[config.mk]
export PLATFORM = sky130hd
export DESIGN_NAME = funct_generator_seq_ctrl_flat
export DESIGN_NICKNAME = d
export VERILOG_FILES = /design/src/rtl/funct_generator_seq_ctrl_if.sv /design/src/rtl/funct_generator_seq_ctrl.sv /design/src/flat_wrapper.sv
export SDC_FILE = /design/constraint.sdc
export NUM_CORES = 1
export LEC_CHECK = 0
export CORE_MARGIN = 5
export CORE_UTILIZATION = 55
export CTS_BUF_LIST = sky130_fd_sc_hd__clkbuf_8
export DETAILED_ROUTE_END_ITERATION = 6
export PLACE_DENSITY_LB_ADDON = 0.12
export SYNTH_ARGS = -nofsm -noshare
export SYNTH_HDL_FRONTEND = slang
export SYNTH_SLANG_ARGS = --single-unit
[constraint.sdc]
create_clock -name clk -period 4.56 [get_ports clk]
set_input_delay 0.684 -clock clk [delete_from_list [all_inputs] [get_ports clk]]
set_output_delay 0.684 -clock clk [all_outputs]
set_load 0.02 [all_outputs]
[src/rtl/funct_generator_seq_ctrl_if.sv]
// Control/status bundle between the function generator sequencer and its driver.
// master drives requests and table writes, slave is the sequencer.
interface funct_generator_seq_ctrl_if #(
  parameter int SLOTS     = 4,
  parameter int CNT_WIDTH = 16
);
  localparam int AW = $clog2(SLOTS);

  logic                 start_i;
  logic                 stop_i;
  logic                 loop_i;
  logic                 fifo_full_i;
  logic                 cfg_we_i;
  logic [AW-1:0]        cfg_addr_i;
  logic [1:0]           cfg_sel_i;
  logic [CNT_WIDTH-1:0] cfg_dwell_i;
  logic [AW-1:0]        cfg_last_i;
  logic [1:0]           sel_o;
  logic                 enh_o;
  logic [AW-1:0]        slot_o;
  logic                 busy_o;
  logic                 done_o;
  logic                 cfg_err_o;

  modport master (
    output start_i, stop_i, loop_i, fifo_full_i, cfg_we_i,
           cfg_addr_i, cfg_sel_i, cfg_dwell_i, cfg_last_i,
    input  sel_o, enh_o, slot_o, busy_o, done_o, cfg_err_o
  );

  modport slave (
    input  start_i, stop_i, loop_i, fifo_full_i, cfg_we_i,
           cfg_addr_i, cfg_sel_i, cfg_dwell_i, cfg_last_i,
    output sel_o, enh_o, slot_o, busy_o, done_o, cfg_err_o
  );
endinterface

[src/rtl/funct_generator_seq_ctrl.sv]
// Steps the waveform mux through a (select, dwell) slot table, pausing on FIFO full.
// Define GEN_SEQ_LOOP_EN to let the latched loop_i wrap from the last slot back to slot 0.
module funct_generator_seq_ctrl #(
  parameter int SLOTS     = 4,
  parameter int CNT_WIDTH = 16
) (
  input logic                    clk,
  input logic                    rst_n,
  funct_generator_seq_ctrl_if.slave bus
);
  localparam int AW = $clog2(SLOTS);

  typedef enum logic [1:0] {IDLE, RUN, DONE} state_t;

  state_t               r_state;
  logic [1:0]           r_tbl_sel   [SLOTS];
  logic [CNT_WIDTH-1:0] r_tbl_dwell [SLOTS];
  logic [AW-1:0]        r_slot;
  logic [AW-1:0]        r_last;
  logic [CNT_WIDTH-1:0] r_cnt;
  logic [1:0]           r_sel;
  logic                 r_busy;
  logic                 r_done;
  logic                 r_err;

  logic                 w_start;
  logic                 w_wr_accept;
  logic                 w_loop_active;
  logic [AW-1:0]        w_next_slot;

  function automatic logic [CNT_WIDTH-1:0] f_dwell_eff(input logic [CNT_WIDTH-1:0] d);
    return (d == '0) ? CNT_WIDTH'(1) : d;
  endfunction

  assign w_start     = bus.start_i && !bus.stop_i;
  // A write racing an accepted start would change the program under the run, so it is refused.
  assign w_wr_accept = bus.cfg_we_i && (r_state == IDLE) && !w_start;
  assign w_next_slot = (r_slot < r_last) ? r_slot + AW'(1) : '0;

`ifdef GEN_SEQ_LOOP_EN
  logic r_loop;
  assign w_loop_active = r_loop;
`else
  logic w_unused_loop;
  assign w_loop_active = 1'b0;
  assign w_unused_loop = bus.loop_i;
`endif

  generate
    for (genvar gi = 0; gi < SLOTS; gi++) begin : g_slot
      always_ff @(posedge clk) begin
        if (!rst_n) begin
          r_tbl_sel[gi]   <= 2'd0;
          r_tbl_dwell[gi] <= CNT_WIDTH'(1);
        end else if (w_wr_accept && (bus.cfg_addr_i == AW'(gi))) begin
          r_tbl_sel[gi]   <= bus.cfg_sel_i;
          r_tbl_dwell[gi] <= bus.cfg_dwell_i;
        end
      end
    end
  endgenerate

  always_ff @(posedge clk) begin
    if (!rst_n) begin
      r_state <= IDLE;
      r_slot  <= '0;
      r_last  <= '0;
      r_cnt   <= '0;
      r_sel   <= 2'd0;
      r_busy  <= 1'b0;
      r_done  <= 1'b0;
      r_err   <= 1'b0;
`ifdef GEN_SEQ_LOOP_EN
      r_loop  <= 1'b0;
`endif
    end else begin
      r_done <= 1'b0;
      r_err  <= bus.cfg_we_i && !w_wr_accept;
      case (r_state)
        IDLE: begin
          if (w_start) begin
            r_state <= RUN;
            r_busy  <= 1'b1;
            r_slot  <= '0;
            r_sel   <= r_tbl_sel[0];
            r_cnt   <= f_dwell_eff(r_tbl_dwell[0]);
            r_last  <= bus.cfg_last_i;
`ifdef GEN_SEQ_LOOP_EN
            r_loop  <= bus.loop_i;
`endif
          end
        end
        RUN: begin
          if (bus.stop_i) begin
            r_state <= IDLE;
            r_busy  <= 1'b0;
            r_sel   <= 2'd0;
            r_slot  <= '0;
          end else if (!bus.fifo_full_i) begin
            // The counter only burns cycles the mux is actually enabled.
            if (r_cnt == CNT_WIDTH'(1)) begin
              if ((r_slot < r_last) || w_loop_active) begin
                r_slot <= w_next_slot;
                r_sel  <= r_tbl_sel[w_next_slot];
                r_cnt  <= f_dwell_eff(r_tbl_dwell[w_next_slot]);
              end else begin
                r_state <= DONE;
                r_busy  <= 1'b0;
                r_sel   <= 2'd0;
                r_slot  <= '0;
                r_done  <= 1'b1;
              end
            end else begin
              r_cnt <= r_cnt - CNT_WIDTH'(1);
            end
          end
        end
        DONE:    r_state <= IDLE;
        default: r_state <= IDLE;
      endcase
    end
  end

  assign bus.sel_o     = r_sel;
  assign bus.enh_o     = r_busy && !bus.fifo_full_i;
  assign bus.slot_o    = r_slot;
  assign bus.busy_o    = r_busy;
  assign bus.done_o    = r_done;
  assign bus.cfg_err_o = r_err;
endmodule

[src/flat_wrapper.sv]
// flat-port wrapper written by rule: the top's interface ports become plain ports
module funct_generator_seq_ctrl_flat 
#(
  parameter int SLOTS     = 4,
  parameter int CNT_WIDTH = 16
)
  (clk, rst_n, bus_start_i, bus_stop_i, bus_loop_i, bus_fifo_full_i, bus_cfg_we_i, bus_cfg_addr_i, bus_cfg_sel_i, bus_cfg_dwell_i, bus_cfg_last_i, bus_sel_o, bus_enh_o, bus_slot_o, bus_busy_o, bus_done_o, bus_cfg_err_o);
  funct_generator_seq_ctrl_if #(.SLOTS(SLOTS), .CNT_WIDTH(CNT_WIDTH)) bus_i ();
  input logic clk;
  input logic rst_n;
  input wire logic [$bits(bus_i.start_i)-1:0] bus_start_i;
  input wire logic [$bits(bus_i.stop_i)-1:0] bus_stop_i;
  input wire logic [$bits(bus_i.loop_i)-1:0] bus_loop_i;
  input wire logic [$bits(bus_i.fifo_full_i)-1:0] bus_fifo_full_i;
  input wire logic [$bits(bus_i.cfg_we_i)-1:0] bus_cfg_we_i;
  input wire logic [$bits(bus_i.cfg_addr_i)-1:0] bus_cfg_addr_i;
  input wire logic [$bits(bus_i.cfg_sel_i)-1:0] bus_cfg_sel_i;
  input wire logic [$bits(bus_i.cfg_dwell_i)-1:0] bus_cfg_dwell_i;
  input wire logic [$bits(bus_i.cfg_last_i)-1:0] bus_cfg_last_i;
  output wire logic [$bits(bus_i.sel_o)-1:0] bus_sel_o;
  output wire logic [$bits(bus_i.enh_o)-1:0] bus_enh_o;
  output wire logic [$bits(bus_i.slot_o)-1:0] bus_slot_o;
  output wire logic [$bits(bus_i.busy_o)-1:0] bus_busy_o;
  output wire logic [$bits(bus_i.done_o)-1:0] bus_done_o;
  output wire logic [$bits(bus_i.cfg_err_o)-1:0] bus_cfg_err_o;
  assign bus_i.start_i = bus_start_i;
  assign bus_i.stop_i = bus_stop_i;
  assign bus_i.loop_i = bus_loop_i;
  assign bus_i.fifo_full_i = bus_fifo_full_i;
  assign bus_i.cfg_we_i = bus_cfg_we_i;
  assign bus_i.cfg_addr_i = bus_cfg_addr_i;
  assign bus_i.cfg_sel_i = bus_cfg_sel_i;
  assign bus_i.cfg_dwell_i = bus_cfg_dwell_i;
  assign bus_i.cfg_last_i = bus_cfg_last_i;
  assign bus_sel_o = bus_i.sel_o;
  assign bus_enh_o = bus_i.enh_o;
  assign bus_slot_o = bus_i.slot_o;
  assign bus_busy_o = bus_i.busy_o;
  assign bus_done_o = bus_i.done_o;
  assign bus_cfg_err_o = bus_i.cfg_err_o;
  funct_generator_seq_ctrl #(.SLOTS(SLOTS), .CNT_WIDTH(CNT_WIDTH)) u_core (.clk(clk), .rst_n(rst_n), .bus(bus_i));
endmodule
### Word level (Yosys, flattened, before mapping)

Memory sizes are Yosys's and may differ from the RTL's.
Index checks and enable logic that the tools add are counted.
Widths: inputs -> output; s select.

* input port bits: 29
* word-level logic and storage cells: 115
* output and inout port bits: 8
* memories: 2
* RAM bits: 72
* flip-flop bits (word level): 27

* bitwise gates (word level): 11
* reduce and logical (&&, ||, !) cells: 24
* multiplexer cells: 55
* order comparisons: 1
* add/sub/neg operators: 2
* eq/ne operators: 12

Memories
* u_core.r_tbl_dwell: words 4, width 16, read ports 2, clocked after memory_dff 0, write ports 4, line funct_generator_seq_ctrl.sv:17 `logic [CNT_WIDTH-1:0] r_tbl_dwell [SLOTS];`
* u_core.r_tbl_sel: words 4, width 2, read ports 2, clocked after memory_dff 0, write ports 4, line funct_generator_seq_ctrl.sv:16 `logic [1:0] r_tbl_sel [SLOTS];`

Operators by type and width (count)
* $mux 16: 11
* $mux 2: 20
* $logic_not 16->1: 2
* $pmux 16 s2: 1
* $mux 1: 19
* $eq 16x1->1 const B: 1
* $sub 16x1->16 const B: 1
* $pmux 2 s2: 3
* $reduce_and 5->1: 2
* $logic_and 1x1->1: 9
* $or 1x1->1: 8
* $reduce_and 4->1: 2
* $ne 3x2->1 const B: 2
* $ne 3x3->1 const B: 2
* $reduce_or 5->1: 1
* $eq 2x1->1 const B: 2
* $eq 2x2->1 const B: 2
* $logic_not 1->1: 4
* $logic_not 2->1: 2
* $ne 2x2->1 const B: 2
* $not 1->1: 3
* $add 2x1->2 const B: 1
* $lt 2x2->1: 1
* $ne 2x1->1 const B: 1
* 3 further kinds: 3

### Logic depth before layout (Yosys ltp)

An unclocked memory read counts as a cell.

* depth after elaboration: 10
* depth in mapped cells: 10
* depth with buffers taken out: 9

### Worst setup path after synthesis

Ideal clock, no wire load.

* path kind: register -> register
* start point: register u_core.r_slot[1], in the netlist u_core.bus.slot_o[1]
* end point: register u_core.r_cnt[0]
* cell stages (with the launch flop): 10
* data required time: 4.490 ns
* clock period less this slack: 2.600 ns
* path buffers: 1
* library setup time: 0.070 ns
* arrival: 2.530 ns
* path slack: 1.960 ns
* cell sequence: dfxtp_1 -> ha_1 -> nor3b_1 -> a31oi_1 -> nor2_1 -> buf_2 -> mux4_2 -> nor4_1 -> nand4_1 -> a21oi_1

* cells in the longest elaborated chain, start to end: 10
* elaborated cells between the ends (all ways): 13
* those cells by class: 1 x add/sub; 1 x order compare; 1 x eq/ne; 7 x mux; 2 x reduce/logical; 1 x memory

RTL lines
* from (decl): line funct_generator_seq_ctrl.sv:18 `logic [AW-1:0] r_slot;`
* from (signal assigned): line funct_generator_seq_ctrl.sv:103 `r_slot <= w_next_slot;`
* $add 2x1->2 / $lt 2x2->1 (equally long branches): line funct_generator_seq_ctrl.sv:38, funct_generator_seq_ctrl.sv:102
* $mux 2: line funct_generator_seq_ctrl.sv:38 `assign w_next_slot = (r_slot < r_last) ? r_slot + AW'(1) : '0;`
* $mem_v2 4x16
* $logic_not 16->1: line funct_generator_seq_ctrl.sv:32 `return (d == '0) ? CNT_WIDTH'(1) : d;`
* $mux 16: line funct_generator_seq_ctrl.sv:32
* $mux 16: line funct_generator_seq_ctrl.sv:102 `if ((r_slot < r_last) || w_loop_active) begin`
* $mux 16: line funct_generator_seq_ctrl.sv:101 `if (r_cnt == CNT_WIDTH'(1)) begin`
* $mux 16: line funct_generator_seq_ctrl.sv:99 `end else if (!bus.fifo_full_i) begin`
* $mux 16: line funct_generator_seq_ctrl.sv:94 `if (bus.stop_i) begin`
* $pmux 16 s2: line funct_generator_seq_ctrl.sv:79 `case (r_state)`
* to (signal assigned): line funct_generator_seq_ctrl.sv:86 `r_cnt <= f_dwell_eff(r_tbl_dwell[0]);`
* to (signal assigned): line funct_generator_seq_ctrl.sv:105 `r_cnt <= f_dwell_eff(r_tbl_dwell[w_next_slot]);`
* to (signal assigned): line funct_generator_seq_ctrl.sv:114 `r_cnt <= r_cnt - CNT_WIDTH'(1);`
* to (decl): line funct_generator_seq_ctrl.sv:20 `logic [CNT_WIDTH-1:0] r_cnt;`

Parallel ways exist; a longest one is shown, timed or not. The select of a mux whose other input is x is not followed.
A chain may end at the register's enable or synchronous reset.

### Final worst setup path

* start point: register u_core.r_cnt[4]
* end point: register u_core.r_cnt[8]

* cells in the longest elaborated chain, start to end: 5
* elaborated cells between the ends (all ways): 8
* those cells by class: 1 x add/sub; 2 x eq/ne; 4 x mux; 1 x reduce/logical

RTL lines (line)
* $sub 16x1->16 / $eq 16x1->1 (equally long branches): funct_generator_seq_ctrl.sv:114, funct_generator_seq_ctrl.sv:101
* $mux 16: funct_generator_seq_ctrl.sv:101
* $mux 16: funct_generator_seq_ctrl.sv:99
* $mux 16: funct_generator_seq_ctrl.sv:94
* $pmux 16 s2: funct_generator_seq_ctrl.sv:79

Parallel ways exist; a longest one is shown, timed or not. The select of a mux whose other input is x is not followed.

==> impl_metrics.py <==
metrics = {
    "clock_network": {
        "cts_root_buf": "clkbuf_8",
        "postCtsSetupRepairBufs": 0,
        "cts_tree": "done",
        "cts_max_path_buffers": 2,
        "clk_pin_slew_ns": 0.10,
        "h-tree-depth": 3,
        "cts_buffers": 9,
        "clk_latency_ns": 0.37,
        "cts.sinks": 99,
        "cts_resized": 0,
        "cts_hold_buf": 0,
    },
    "layout": {
        "syn2layout_area_growth_pct": 14.1,
        "antennaDiodeCount": 0,
        "drive_gt1_share_pct": 12.9,
        "fill_cells": 724,
        "nets": 483,
    },
    "worst_setup_path": {
        "critPathMaxFanout": 37,
        "worstSetupEndpointType": "register",
        "required_ns": 4.86,
        "worst_setup_path_start_kind": "register",
        "cp.arrival_ns": 3.19,
        "critPathKind": "reg2reg",
    },
    "grt": {
        "grt_max_degree": 38,
        "grt_antenna_before_repair": 0,
        "grt-ovfl-total": 0,
        "grt_pass1_wl_um": 17500,
        "grt.total_usage_pct": 20.3,
        "grt_pass1_vias": 3340,
    },
    "pwr": {
        "finalPower_uw": 1890,
        "p_per_area_nw_per_um2": 338,
        "power_leakage_uw": 0.00201,
        "irDropWorstVdd_mv": 0.219,
    },
    "placement": {
        "port_buffers": 35,
        "dpl_worst_slack_ns": 1.48,
        "routabilityCongestion": 0.812,
        "dpl.hpwl_um": 7290,
    },
    "drt": {
        "totalWireLength_um": 10800,
        "ant_nets": 0,
        "drcViolationCount": 0,
        "vias_per_cell": 5.90,
        "routed.top_layer": "met4",
        "routed-wl-met2_um": 5340,
        "wl_met1_um": 4830,
        "drt_iter0_drc": 212,
        "firstDrtPassIters": 4,
        "dr_wl_met3_um": 483,
        "wl_per_cell_um": 19.1,
        "via_count": 3330,
    },
    "floorplanning": {
        "core_area_sq_um": 8680,
        "ios": 37,
        "start_util_pct": 56.4,
        "fp.dieW_um": 104,
        "core.rowCount": 34,
        "die_h_um": 104,
        "fp.dieArea_sq_um": 10900,
    },
    "logic_synthesis": {
        "synthCells": 410,
        "async_flop_share_pct": 0,
        "synth_edf_count": 72,
        "syn-num-nets": 442,
        "ys_types": 46,
        "synth-seq-area-share_pct": 55.2,
        "avgSynthCellArea_sq_um": 11.9,
        "yosysWarnings": 0,
        "synth_ff_type": "edfxtp_1",
        "ys_ff_latch": 99,
        "syn-cell-area_sq_um": 4890,
    },
    "sta": {
        "final.setup.worst_slack_ns": 1.67,
        "setup_tns_ns": 0,
        "drv_slew": 0,
        "rsz0062_at_grt": "no",
        "worstMarginPinSlew_ns": 0.919,
        "skew_ns": 0.0196,
        "finalCritPeriodShare_pct": 63.4,
        "finalSetupViolations": 0,
        "fmax_ghz": 0.346,
        "slew_headroom_pct": 38.7,
        "period_needed_ns": 2.89,
        "hold_violations": 0,
        "hold_slack_ns": 0.536,
    },
    "outcome": {
        "status": "finished clean",
    },
    "min_path": {
        "hold_path_class": "reg2reg",
    },
    "flow_run": {
        "max_cap_violations": 0,
    },
}
[metrics by stage]
step | instance area (sq um) | utilization, % | cells
after floorplan | 4890 | - | 410
after global routing | 5580 | 64.3 | 564
after global placement | 5390 | 62.1 | 548
after detailed placement | 5390 | 62.1 | 548
final | 5580 | 64.3 | 564
after CTS | 5580 | 64.3 | 564
[worst max-delay path: stages (launching register included)]
cell     delay [ns]
dfxtp_1        0.36
or4_1          0.64
nor2_2         0.28
nand4_4        0.52
o31ai_4        0.73
a21oi_1        0.13
a21oi_1        0.17
[cells in the final DEF, fill, tap and decap left out, types with 15 or more instances in the layout]
master           synthesis  final
a21oi_1                 35     35
nor2_1                  18     18
edfxtp_1                72     72
clkdlybuf4s50_1          0     35
mux4_2                  18     18
and2_1                  68     68
dfxtp_1                 27     27
nand2_1                 22     22
o21ai_1                 21     21
o211ai_1                15     15
[registers in the layout (all words and copies together), names as in the netlist]
name and count:
u_core.bus.done_o 1, u_core.r_cnt 16, u_core.bus.busy_o 1, u_core.bus.slot_o 2, u_core.bus.sel_o 2, u_core.r_tbl_dwell 64
u_core.r_last 2, u_core.bus.cfg_err_o 1, u_core.r_tbl_sel 8, u_core.r_state 2
[path summary, 6_finish.rpt]
path | to | cells after the start | start | slack [ns]
hold reg to reg | u_core.bus.sel_o[1] | 2 | u_core.bus.sel_o[1] | 0.54
setup reg to reg | u_core.r_cnt[8] | 6 | u_core.r_cnt[4] | 1.67
hold / removal | u_core.bus.sel_o[1] | 2 | u_core.bus.sel_o[1] | 0.54
setup / recovery | u_core.r_cnt[8] | 6 | u_core.r_cnt[4] | 1.67
[synth_stat cells (2+ instances only)]
cell type,n,area (sq um)
a21oi_1,35,175
a31oi_1,4,25.0
and2_1,68,425
and3_1,3,18.8
buf_2,2,10.0
buf_6,2,22.5
clkbuf_1,13,48.8
dfxtp_1,27,541
edfxtp_1,72,2160
ha_1,3,37.5
inv_1,7,26.3
mux4_2,18,405
nand2_1,22,82.6
nand2b_1,3,18.8
nand3_1,7,35.0
nand3b_1,3,22.5
nor2_1,18,67.6
nor2b_1,9,56.3
nor3_1,4,20.0
nor4_1,10,62.6
o211ai_1,15,113
o21a_1,2,15.0
o21ai_0,2,10.0
o21ai_1,21,105
o21ai_2,2,17.5
o31ai_4,2,42.5
or3_1,5,31.3
or4_1,2,15.0
xnor2_1,7,61.3
xor2_1,6,52.6
[cell families (layout without fill, tap and decap cells)]
group,Yosys count,count (layout),synth area share (%)
simple gates,165,165,19.9
xor+xnor,13,13,2.33
flops,99,99,55.2
compound gates,86,86,11.0
mux,19,19,8.49
fa+ha+maj,3,3,0.767
buf+inv,25,71,2.28
[power by group]
| group | internal (uW) | total, uW | switching, uW |
|---|---|---|---|
| clock | 213 | 553 | 340 |
| combinational | 128 | 285 | 157 |
| sequential | 1020 | 1050 | 31.6 |
| total | 1360 | 1890 | 529 |
[layout make-up]
| class | instances | area (sq um) | area share (%) |
|---|---|---|---|
| sequential | 99 | 2700 | 48.4 |
| clock inverter | 7 | 67.6 | 1.21 |
| timing repair buffer | 48 | 448 | 8.03 |
| clock buffer | 9 | 124 | 2.22 |
| multi-input combinational | 286 | 2080 | 37.2 |
| tap | 108 | 135 | 2.42 |
| inverter | 7 | 26.3 | 0.471 |
[routing by layer]
| layer | up-vias | global-route usage (%) |
|---|---|---|
| met5 | - | 0 |
| met4 | 0 | 5.18 |
| met3 | 10 | 3.85 |
| met2 | 83 | 33.5 |
| met1 | 1630 | 27.8 |
| li1 | 1607 | - |
Power figures use the tool's default switching activity.
==> variant 1 (config.mk and constraints unchanged) <==
`CNT_WIDTH` is set to 16 in 3 places; all go to 32.
--- a/src/rtl/funct_generator_seq_ctrl_if.sv
+++ b/src/rtl/funct_generator_seq_ctrl_if.sv
@@ -3,5 +3,5 @@
 interface funct_generator_seq_ctrl_if #(
   parameter int SLOTS     = 4,
-  parameter int CNT_WIDTH = 16
+  parameter int CNT_WIDTH = 32
 );
   localparam int AW = $clog2(SLOTS);
--- a/src/rtl/funct_generator_seq_ctrl.sv
+++ b/src/rtl/funct_generator_seq_ctrl.sv
@@ -3,5 +3,5 @@
 module funct_generator_seq_ctrl #(
   parameter int SLOTS     = 4,
-  parameter int CNT_WIDTH = 16
+  parameter int CNT_WIDTH = 32
 ) (
   input logic                    clk,
--- a/src/flat_wrapper.sv
+++ b/src/flat_wrapper.sv
@@ -3,5 +3,5 @@
 #(
   parameter int SLOTS     = 4,
-  parameter int CNT_WIDTH = 16
+  parameter int CNT_WIDTH = 32
 )
   (clk, rst_n, bus_start_i, bus_stop_i, bus_loop_i, bus_fifo_full_i, bus_cfg_we_i, bus_cfg_addr_i, bus_cfg_sel_i, bus_cfg_dwell_i, bus_cfg_last_i, bus_sel_o, bus_enh_o, bus_slot_o, bus_busy_o, bus_done_o, bus_cfg_err_o);
Ports: changed (resized bus_cfg_dwell_i); port bits go from 37 to 53. The function was not compared with the original's and may differ.
==> variant 1 against the unedited design <==
- area after synthesis is 90% higher
- largest cell class unchanged
- critical path depth is 1 higher
- final area is 87% higher
- highest routed layer unchanged
- power is 89% higher
- the run now ends with design-rule violations left
- wire length is 120% higher
- sequential cell count is 80 higher
- utilization is 1.4 points lower
- setup slack worse by 0.29 ns
==> variant 1: results (changes against the unedited design) <==
[placement]
hpwl_um=16300  ; +120%
io_buffers=51  ; +46%

[cts]
cts_buffers=17  ; +8
clk_latency_ns=0.47  ; +0.10 ns
h-tree-depth=4  ; +1

[outcome]
status=finished with violations
failed_checks=design-rule violations

[critical_path]
r2r_start=u_core.r_cnt[8]$_SDFFE_PN0P_
ff2ff_setup_slack_ns=1.38  ; -0.29 ns
critPathSlowestCell=nand3b_2
reg2reg_to=u_core.bus.busy_o$_SDFFE_PN0P_
arrival_ns=3.51  ; +0.32 ns

[global_route]
grt_start_max_net_pins=47  ; +24%

[cells_and_area]
top_regs=u_core.r_tbl_dwell: 128 flops, u_core.r_cnt: 32 flops, u_core.r_tbl_sel: 8 flops
layout.nets=948  ; +96%

[synth]
synthMuxAreaShare_pct=4.26  ; -4.2 points
synthAdderAreaFrac_pct=0.405  ; -0.36 points

[pwr]
max-vdd-ir-drop_mv=0.187  ; -14%
power_leakage_nw=3.64  ; +82%

[min_path]
hp-start=u_core.r_cnt[1]$_SDFFE_PN0P_
holdPathEnd=u_core.r_cnt[1]$_SDFFE_PN0P_

[detailed_routing]
drtIter0Drc=738  ; +250%
firstDrtPassIters=7  ; +3
post-route-drc-count=1  ; +1

[timing]
whs_ns=0.525  ; -0.0116 ns

-- variant 1: changes by cell type in the layout (fill, tap and decap cells not counted), moves of 16 or more --
cell	change
nand2_1	+34
edfxtp_1	+64
dfxtp_1	+16
mux4_2	-18
mux2i_1	+34
o21ai_0	+41
o211ai_1	+18
and2_1	+66
clkdlybuf4s50_1	+16
o21ai_1	-17
a31oi_1	+17
-- variant 1: how the worst max path moves through the flow --
| stage | startpoint | end | slack [ns] | depth (start not counted) |
|---|---|---|---|---|
| after floorplan | bus_start_i | u_core.r_tbl_dwell[0][0]$_SDFFCE_PN1P_ | 0.41 | 4 |
| after global routing | u_core.r_cnt[18]$_SDFFE_PN0P_ | u_core.bus.busy_o$_SDFFE_PN0P_ | 1.15 | 7 |
| after CTS | u_core.r_cnt[8]$_SDFFE_PN0P_ | u_core.bus.busy_o$_SDFFE_PN0P_ | 1.47 | 7 |
| after detailed placement | bus_stop_i | u_core.r_tbl_dwell[1][3]$_SDFFCE_PN0P_ | 1.05 | 6 |
| after global placement | bus_stop_i | u_core.r_tbl_dwell[1][17]$_SDFFCE_PN0P_ | 1.15 | 6 |
| final | u_core.r_cnt[8]$_SDFFE_PN0P_ | u_core.bus.busy_o$_SDFFE_PN0P_ | 1.38 | 7 |
-- variant 1: cell families (layout without fill, tap and decap cells) --
| group | count (synthesis) | count (layout) |
|---|---|---|
| AOI/OAI and AO/OA | 195 | 195 |
| xor gates and xnor gates | 26 | 26 |
| adders and majority gates | 3 | 3 |
| buffers and inverters | 66 | 110 |
| DFF | 179 | 179 |
| muxes | 39 | 39 |
| and+or+nand+nor | 361 | 361 |
-- variant 1: routing by layer --
layer	track usage, %	wire, um
met4	11.4	724
met5	0	0
met3	4.49	1540
met2	38.3	11200
met1	35.1	10600
-- variant 1: worst max-delay path: cells and delay by family, from the launching register on --
family	cells	cell delay [ns]
AOI/OAI and AO/OA	2	0.23
DFF	1	0.40
and+or+nand+nor	5	2.40
-- variant 1: area by class of cell --
type | count | share of cell area (%)
clock buffers | 17 | 2.24
clock inverters | 15 | 1.84
inverters | 7 | 0.252
multi-input cells | 624 | 39.3
flip-flops and latches | 179 | 47.4
well taps | 220 | 2.64
repair buffers | 71 | 6.33
-- variant 1: report_power, final --
| group | total (W) | switching, W | leakage [nW] | internal [W] |
|---|---|---|---|---|
| clock | 0.00119 | 0.000627 | 0.211 | 0.000559 |
| sequential | 0.00191 | 0.0000649 | 1.77 | 0.00184 |
| combinational | 0.000466 | 0.000283 | 1.67 | 0.000183 |
| total | 0.00356 | 0.000974 | 3.64 | 0.00258 |
==> variant 2 (config.mk and constraints unchanged) <==
Made on the original files. Make the reset (`rst_n`) asynchronous in 2 clocked blocks.
--- a/src/rtl/funct_generator_seq_ctrl.sv
+++ b/src/rtl/funct_generator_seq_ctrl.sv
@@ -49,5 +49,5 @@
   generate
     for (genvar gi = 0; gi < SLOTS; gi++) begin : g_slot
-      always_ff @(posedge clk) begin
+      always_ff @(posedge clk or negedge rst_n) begin
         if (!rst_n) begin
           r_tbl_sel[gi]   <= 2'd0;
@@ -61,5 +61,5 @@
   endgenerate
 
-  always_ff @(posedge clk) begin
+  always_ff @(posedge clk or negedge rst_n) begin
     if (!rst_n) begin
       r_state <= IDLE;
Behaviour: differs if rst_n is asserted again (counterexample within 4 cycles, from zero or initial values and one cycle with rst_n low); with rst_n held inactive, the same outputs for 4 cycles.
==> variant 2 against the unedited design <==
- non-clock buffer count fell by 7
- critical path depth did not move
- fmax fell by 1.4%
- final area rose by 4.8%
- die area rose by 6.1%
- sequential cell count did not move
- sequential share of layout area fell by 6.0 points
- wire length rose by 14%
- area after synthesis rose by 6.8%
- setup slack got worse by 0.042 ns
- critical endpoint is now u_core.r_cnt[10]$_DFFE_PN0P_
- largest cell class is now multi-input combinational cells
Power is not compared: it rests on default switching activity, and its combinational part moved more than twofold at a synthesized area within 25%.
==> variant 2: results (changes against the unedited design) <==
[pwr]
switching_share_pct=34.3
max-vdd-ir-drop_mv=0.270

[synth]
synth_xor_area_share_pct=1.68  ; -0.65 points
synthAdderAreaFrac_pct=0.719  ; -0.049 points
synthMuxAreaShare_pct=23.6  ; +15 points
ys_async_sr_fraction_pct=100  ; +100 points
synth_common_cells=dfrtp_1, mux2_2, nor2_1
ys_seq_area_share_pct=47.5  ; -7.7 points
synth_compound_area_share_pct=11.2  ; +0.22 points
synth_cell_type_count=57  ; +24%
synth_area_um2=5220  ; +6.8%

[cells_and_area]
multi_input_area_share_pct=44.4  ; +7.1 points
clkCellAreaFrac_pct=3.14  ; -0.29 points
fillerInstances=752  ; +3.9%
seq_share_pct=42.4  ; -6.0 points
inverters=9  ; +2
drive_gt1_share_pct=26.6  ; +14 points
nMultiInputCombCells=316  ; +10%
area_growth_pct=12.0
nonClkBufAreaFrac_pct=6.72  ; -1.3 points

[critical_path]
endpoint=u_core.r_cnt[10]$_DFFE_PN0P_
max_stage_delay_ns=0.75  ; +0.02 ns
arrival_ns=3.21  ; +0.02 ns
ff2ff_setup_slack_ns=1.63  ; -0.04 ns
critPathMaxFanout=28  ; -24%
r2r_start=u_core.r_cnt[9]$_DFFE_PN0P_

[global_route]
use_met3_pct=4.50  ; +0.65 points
grt_first_pass_wirelength_um=19900  ; +14%
grt_start_max_net_pins=71  ; +87%
grt_usage_pct=22.4  ; +2.0 points
grt.met1_usage_pct=31.6  ; +3.8 points
grt_pass1_vias=3775  ; +13%

[placement]
routabilityCongestion=0.866  ; +6.7%
placed_cell_area_um2=5670  ; +5.1%

[cts]
clk_pin_slew_ns=0.10  ; about the same
post_cts_buffers=0  ; unchanged

[detailed_routing]
met1Wirelength_um=5410  ; +12%
route.met2.wl_um=5860  ; +9.8%
wl_um=12300  ; +14%
drtIter0Drc=184  ; -13%
routed-wl-met3_um=837  ; +73%

[min_path]
min_path_type=input port to asynchronous set/reset pin

[outcome]
status=complete, no violations

[timing]
fin_skew_ns=0.0162  ; -0.00337 ns
whs_ns=0.403  ; -0.134 ns

==> variant 2: cell types whose count changed after synthesis, sizes merged, moves of 8 or more <==
| cell | unedited run | this run |
|---|---|---|
| and2 | 68 | 0 |
| dfrtp | 0 | 95 |
| nor2 | 19 | 33 |
| nor3 | 5 | 15 |
| edfxtp | 72 | 0 |
| mux2 | 0 | 78 |
| o21ai | 25 | 13 |
| buf | 5 | 13 |
| dfxtp | 27 | 0 |
==> variant 2: through the flow <==
| stage | power [W] | cells | utilization [%] | setup WS (ns) |
|---|---|---|---|---|
| floorplan | 0.00179 | 444 | - | 2.10 |
| global placement | 0.00201 | 594 | 61.3 | 1.50 |
| detailed placement | 0.00204 | 594 | 61.3 | 1.46 |
| CTS | 0.00258 | 610 | 63.3 | 1.61 |
| global route | 0.00271 | 610 | 63.3 | 1.37 |
| finish | 0.00257 | 610 | 63.3 | 1.63 |
